File: src/rtl/mul_booth_seq.sv
// Sequential radix-4 Booth multiplier: one Booth digit per clock, valid/ready
// handshake on both sides, runtime signed/unsigned selection via tc.
// Optional build macro MUL_BOOTH_SEQ_EARLY_TERM_EN: leave CALC as soon as
// every remaining Booth digit is zero (result unchanged, latency 1..ITER).
//
// state | meaning
// IDLE  | in_ready=1, waiting for operands
// CALC  | one Booth iteration per cycle over the extended multiplier
// DONE  | out_valid=1, product held until out_ready
module mul_booth_seq #(
  parameter int WIDTH = 16
) (
  input  logic               clk,
  input  logic               rst_n,
  input  logic               in_valid,
  output logic               in_ready,
  input  logic [WIDTH-1:0]   a,
  input  logic [WIDTH-1:0]   b,
  input  logic               tc,
  output logic               out_valid,
  input  logic               out_ready,
  output logic [2*WIDTH-1:0] product
);

  localparam int ITER = WIDTH / 2 + 1;
  localparam int AW   = 2 * WIDTH + 4;
  localparam int BW   = WIDTH + 3;
  localparam int CW   = $clog2(ITER + 1);

  typedef enum logic [1:0] {IDLE, CALC, DONE} state_t;

  state_t             state_q, state_d;
  logic [AW-1:0]      a_q, a_d;
  logic [AW-1:0]      acc_q, acc_d;
  logic [BW-1:0]      b_q, b_d;
  logic [CW-1:0]      cnt_q, cnt_d;
  logic [2*WIDTH-1:0] product_q, product_d;
  logic [AW-1:0]      term;
  logic [AW-1:0]      acc_next;
  logic               last;
  logic               a_sgn, b_sgn;

  // Booth digit decode on the low three bits of the multiplier window
  // ({b[2i+1], b[2i], b[2i-1]}); a_q already carries the 2i shift.
  always_comb begin
    term = '0;
    unique case (b_q[2:0])
      3'b001, 3'b010: term = a_q;
      3'b011:         term = a_q << 1;
      3'b100:         term = -(a_q << 1);
      3'b101, 3'b110: term = -a_q;
      default:        term = '0;
    endcase
    acc_next = acc_q + term;
  end

  // Last-iteration detect. The multiplier shifts in copies of its top bit, so
  // "all remaining bits equal the overlap bit" is "window above bit 1 is uniform".
  always_comb begin
`ifdef MUL_BOOTH_SEQ_EARLY_TERM_EN
    last = (cnt_q == CW'(ITER - 1)) || (&b_q[BW-1:2]) || !(|b_q[BW-1:2]);
`else
    last = (cnt_q == CW'(ITER - 1));
`endif
  end

  // Next-state, datapath updates and handshake outputs.
  always_comb begin
    state_d   = state_q;
    a_d       = a_q;
    b_d       = b_q;
    acc_d     = acc_q;
    cnt_d     = cnt_q;
    product_d = product_q;
    a_sgn     = tc & a[WIDTH-1];
    b_sgn     = tc & b[WIDTH-1];
    unique case (state_q)
      IDLE: begin
        if (in_valid) begin
          a_d     = {{(AW - WIDTH){a_sgn}}, a};
          b_d     = {{2{b_sgn}}, b, 1'b0};
          acc_d   = '0;
          cnt_d   = '0;
          state_d = CALC;
        end
      end
      CALC: begin
        acc_d = acc_next;
        a_d   = a_q << 2;
        b_d   = {{2{b_q[BW-1]}}, b_q[BW-1:2]};
        cnt_d = cnt_q + 1'b1;
        if (last) begin
          product_d = acc_next[2*WIDTH-1:0];
          state_d   = DONE;
        end
      end
      DONE: begin
        if (out_ready) state_d = IDLE;
      end
      default: state_d = IDLE;
    endcase
    in_ready  = (state_q == IDLE);
    out_valid = (state_q == DONE);
    product   = product_q;
  end

  // State and datapath registers; reset discards any partial result.
  always_ff @(posedge clk or negedge rst_n) begin
    if (!rst_n) begin
      state_q   <= IDLE;
      a_q       <= '0;
      b_q       <= '0;
      acc_q     <= '0;
      cnt_q     <= '0;
      product_q <= '0;
    end else begin
      state_q   <= state_d;
      a_q       <= a_d;
      b_q       <= b_d;
      acc_q     <= acc_d;
      cnt_q     <= cnt_d;
      product_q <= product_d;
    end
  end

endmodule

File: config.mk
export PLATFORM = sky130hd
export DESIGN_NAME = mul_booth_seq
export DESIGN_NICKNAME = d
export VERILOG_FILES = /design/src/rtl/mul_booth_seq.sv
export SDC_FILE = /design/constraint.sdc
export NUM_CORES = 1
export LEC_CHECK = 0
export CORE_MARGIN = 2
export CORE_UTILIZATION = 52
export DETAILED_ROUTE_END_ITERATION = 6
export DONT_BUFFER_PORTS = 1
export PLACE_DENSITY = 0.75
export SLEW_MARGIN = 20
export SYNTH_ARGS = -nofsm -noshare
export SYNTH_HDL_FRONTEND = slang
export SYNTH_SLANG_ARGS = --single-unit
File: constraint.sdc
create_clock -name clk -period 6.7 [get_ports clk]
set_clock_uncertainty 0.2 [all_clocks]
set_input_delay 0.335 -clock clk [delete_from_list [all_inputs] [get_ports clk]]
set_output_delay 0.335 -clock clk [all_outputs]
set_load 0.03 [all_outputs]
=== After elaboration in Yosys (flattened, before gate mapping) ===
Cells that the tools add are included.

* Muxes and demuxes: 13
* Bitwise operators: 3
* $add $sub $neg: 4
* Equal/unequal tests: 12
* Reduce and logical (&&, ||, !) cells: 8

{| class="wikitable"
|+ Operator list
! operator !! count
|-
| case mux 36 bit (2 select lines) || 2
|-
| case mux 36 bit (4 select lines) || 1
|-
| 2-to-1 mux 36 bit || 2
|-
| negator 36 bit || 2
|-
| case mux 19 bit (2 select lines) || 1
|-
| adder 36 bit || 1
|-
| 2-to-1 mux 19 bit || 1
|-
| == test 3 bit, second input constant || 3
|-
| case mux 4 bit (2 select lines) || 1
|-
| == test 3 x 2 -> 1 bit, second input constant || 2
|-
| 2-to-1 mux 2 bit || 3
|-
| case mux 2 bit (3 select lines) || 1
|-
| AND reduction 3 bit || 2
|-
| adder 4 x 1 -> 4 bit, second input constant || 1
|-
| == test 4 bit, second input constant || 1
|-
| 2-to-1 mux 4 bit || 1
|-
| inequality test 2 bit, second input constant || 2
|-
| AND reduction 2 bit || 2
|-
| OR reduction 2 bit || 2
|-
| == test 3 x 1 -> 1 bit, second input constant || 1
|-
| bitwise AND 1 bit || 2
|-
| == test 2 x 1 -> 1 bit, second input constant || 1
|-
| == test 2 bit, second input constant || 1
|-
| logical NOT 2 bit || 1
|-
| other kinds (3) || 3
|}

* Bits in registers: 129
* Output and inout bits: 34
* Bits of input ports: 37
* Logic and storage cells: 47

=== Logic depth before layout (Yosys ltp) ===
* Depth after elaboration: 5
* Mapped depth: 20
* Gate-level depth less buffers: 18

=== Worst setup path before layout ===
OpenSTA, ideal clock, no wires.

* Path type: register to register
* Start: register a_q[2]
* End: register product_q[28] (netlist: product[28])
* Path buffers: 3
* Data arrival time: 4580 ps
* Stages on the path, launching flop included: 21
* Data required time: 6375 ps
* Setup time: 125 ps
* Path slack: 1796 ps
* Cells stage by stage: dfrtp_1 buf_6 or3_4 or4_4 buf_6 or2_4 nor4_4 nor2_2 mux2_2 a32o_1 o21a_1 ha_1 clkbuf_1 a21oi_1 o21bai_1 a21o_1 a21o_1 a2111oi_0 o22ai_1 xor2_1 mux2_2

* Longest elaborated chain between the ends: 3

{| class="wikitable"
|+ RTL lines
! element !! line !! text
|-
| start: declaration || 33 || <nowiki>logic [AW-1:0] a_q, a_d;</nowiki>
|-
| start signal: assignment || 111 || <nowiki>a_q <= '0;</nowiki>
|-
| start signal: assignment || 118 || <nowiki>a_q <= a_d;</nowiki>
|-
| negator 36 bit (on tied branches) || 51, 50 ||
|-
| case mux 36 bit (4 select lines) * || 47 || <nowiki>unique case (b_q[2:0])</nowiki>
|-
| adder 36 bit * || 54 || <nowiki>acc_next = acc_q + term;</nowiki>
|-
| end signal: assignment || 122 || <nowiki>product_q <= product_d;</nowiki>
|-
| end: declaration || 37 || <nowiki>logic [2*WIDTH-1:0] product_q, product_d;</nowiki>
|}

Mark *: on every way between the ends. The rest lies on a longest branch, timed or not.
A chain may end at the register's enable or synchronous reset.

=== Final worst setup path ===
* Start: register a_q[9]
* End: register product_q[28] (netlist: product[28])

Same word-level chain as after synthesis.

==> key figures <==
Clock network
  • H-tree depth: 4
  • Post-CTS Setup Inserts: 0
  • Root Driver: clkbuf_16
  • Clock transition at path regs: about 0.060 ns
  • Total CTS buffers: 17
  • CTS tree: done
  • CTS max path bufs: 2
  • Clk sinks: 121
  • Post_cts resized: 0
  • Worst-Skew Late Latency: ~0.43 ns

STA
  • Final setup violation count: 0
  • Worst-margin pin slew: 0.866 ns
  • Tmin final: 5.34 ns
  • Sum Neg Setup Slack: 0 ns
  • RSZ-0062 raised after global routing: false
  • Tcrit/Tclk final: 79.7%
  • Slew Viols, Final: 0
  • Slew HR: a little over two fifths
  • Fmax: 187 MHz
  • Final Hold Viols: 0

Logic synthesis
  • Mapped Area: between 0.008 and 0.009 mm2
  • Most common cell in the netlist: nand2_1
  • Post-synth ARST share: 100%
  • Post-synth top flop: dfrtp_1
  • YS warnings: 0
  • Syn nets: between 1,000 and 1,500
  • Synth cell types: 70
  • Syn avg cell area: 8.37 um2
  • Post-synth EDFFs: 0
  • Synthesized instance count: around 1,000
  • Post-synth top cells: nand2_1 (154), dfrtp_1 (121), o21ai_0 (112)
  • Synth Register Bits: approximately 120
  • Top area cells in the synthesized netlist: dfrtp_1 (35%), nand2_1 (6.6%), o21ai_0 (6.4%)
  • Top cell type's share of synthesized area: 34.7%
  • Sequential-to-total area share from yosys stat: 34.7%
  • Area leader, netlist: dfrtp_1

Die
  • Num rows: 47
  • Die area: 0.0178 mm2
  • Die Y: between 100 and 150 um
  • Core ar.: 0.0165 mm2
  • # IOs: 71
  • Initial Utilization: 52.8%
  • Chip width: 134 um

Finish
  • Layout cells sized above 1: 8.05%
  • Diode count: 0
  • NumNets Final: 1,066
  • P&R area growth vs syn: 8.26%

Worst setup path
  • Setup crit start kind: flop
  • CP Capture Type: flop
  • CP arrival: 5.46 ns
  • Crit-path max FO: 11
  • Setup CP Type: reg -> reg
  • WP data required: 6.82 ns
  • Critical R2R Launch: a_q[9]
  • Start point of the critical path: a_q[9]

GRT
  • Vias in the first global route: 7,162
  • First-pass GRT wire length: 38,400 um
  • Congestion Overflow GR: 0
  • GRT Overall Usage: around 27%
  • Pin count of the biggest net entering global routing: about 120
  • Initial antenna violation count: 0

Status
  • Status: finished clean

Routing
  • Drt drc: 0
  • Number of DRC markers in iteration 0: 739
  • DR WL/cell: 19.2 um
  • Top Layer Used: met4
  • Antenna Nets Post-Route: 0
  • Final WL: 23,500 um
  • M1 WL: 10,700 um
  • 1st-pass router iterations: 6
  • Wire length on met2: about 11,000 um
  • Routed wl met3: 1310 um
  • Via density: 6.26
  • Routed vias: around 7,700

Flow run
  • Max-cap violations: 0

Min path
  • HP Class: in -> reg
  • Hold path startpoint: a[6]

Placed design
  • Port Buffers: 0
  • RD Place Congestion: 0.943
  • DP Wirelength: ~16,000 um
[critical path, cell delays in order (launching register included)]
cell,delay (ns)
dfrtp_1,0.48
nor4_2,0.42
nand4b_1,0.50
or4_1,0.70
xor2_1,0.16
mux2_2,0.27
a32o_1,0.20
o21a_1,0.17
ha_1,0.38
a21oi_1,0.29
o21bai_1,0.10
a21o_1,0.19
a21o_1,0.17
a2111oi_0,0.43
o22ai_1,0.15
xor2_1,0.17
mux2_2,0.27
[logic make-up after synthesis]
group                    after synthesis  synth area share, %
AO/OA/AOI/OAI                        360                 26.8
XOR/XNOR                              55                 5.52
adder cells (fa/ha/maj)               36                 5.25
buffers and inverters                112                 5.03
flip-flops                           121                 34.7
multiplexers                          25                 3.07
AND/OR/NAND/NOR                      334                 19.6
[state kept, by name, indices dropped and copies added (netlist names)]
| name | cells |
|---|---|
| b_q | 19 |
| a_q | 32 |
| cnt_q | 4 |
| product | 32 |
| acc_q | 32 |
| state_q | 2 |
[cells in the final DEF, fill, tap and decap left out, types with 13 or more instances in the layout]
cell,count
a21o_1,18
a21oi_1,80
a221o_1,16
a22o_1,29
a31oi_1,13
and3b_1,28
buf_4,13
clkbuf_16,17
dfrtp_1,120
ha_1,35
inv_1,21
mux2_2,14
nand2_1,154
nand2b_1,18
nor2_1,44
nor3_1,14
o21ai_0,112
xnor2_1,37
xor2_1,18
[cell type report]
cell class | instances | area, um2
Clock inverter | 12 | 115
Fill cell | 1427 | 7080
Timing Repair Buffer | 21 | 195
Inverter | 22 | 82.6
Tap cell | 220 | 275
Multi-Input combinational cell | 810 | 5290
Clock buffer | 20 | 467
Sequential cell | 121 | 3030
[worst paths after layout]
kind,slack (ns),cells after the start,to
min in group asynchronous,0.26,2,acc_q[10]
max reg2reg,1.36,16,product[28]
min reg2reg,0.28,2,b_q[7]
max in group asynchronous,5.43,2,a_q[19]
min,0.04,4,a_q[6]
max,1.36,16,product[28]
[through the flow]
step | utilization, % | cells | worst slack, ns | hold WS (ns) | instance area (um2)
final | 57.2 | 1226 | 1.36 | 0.0352 | 9450
after detailed placement | 53.1 | 1186 | 1.42 | -0.154 | 8770
after CTS | 57.2 | 1226 | 1.39 | 0.0245 | 9450
after floorplan | - | 1043 | 1.80 | -0.161 | 8730
after global placement | 53.1 | 1186 | 1.52 | -0.155 | 8770
after global routing | 57.2 | 1226 | 1.00 | 0.0415 | 9450
[timing repair]
action,in CTS,in global routing
endpoints found under the setup margin,0,0
hold buffers,8,0
hold endpoints to repair,127,0
[routing by layer]
layer | track usage [%] | vias to the layer above
li1 | - | 3683
met1 | 38.6 | 3673
met2 | 39.5 | 255
met3 | 4.68 | 58
met4 | 12.2 | 0
met5 | 0 | -
Power is left out: the tool's default activity adds up to more than one toggle a clock period on the data nets, which glitch-free logic cannot reach.
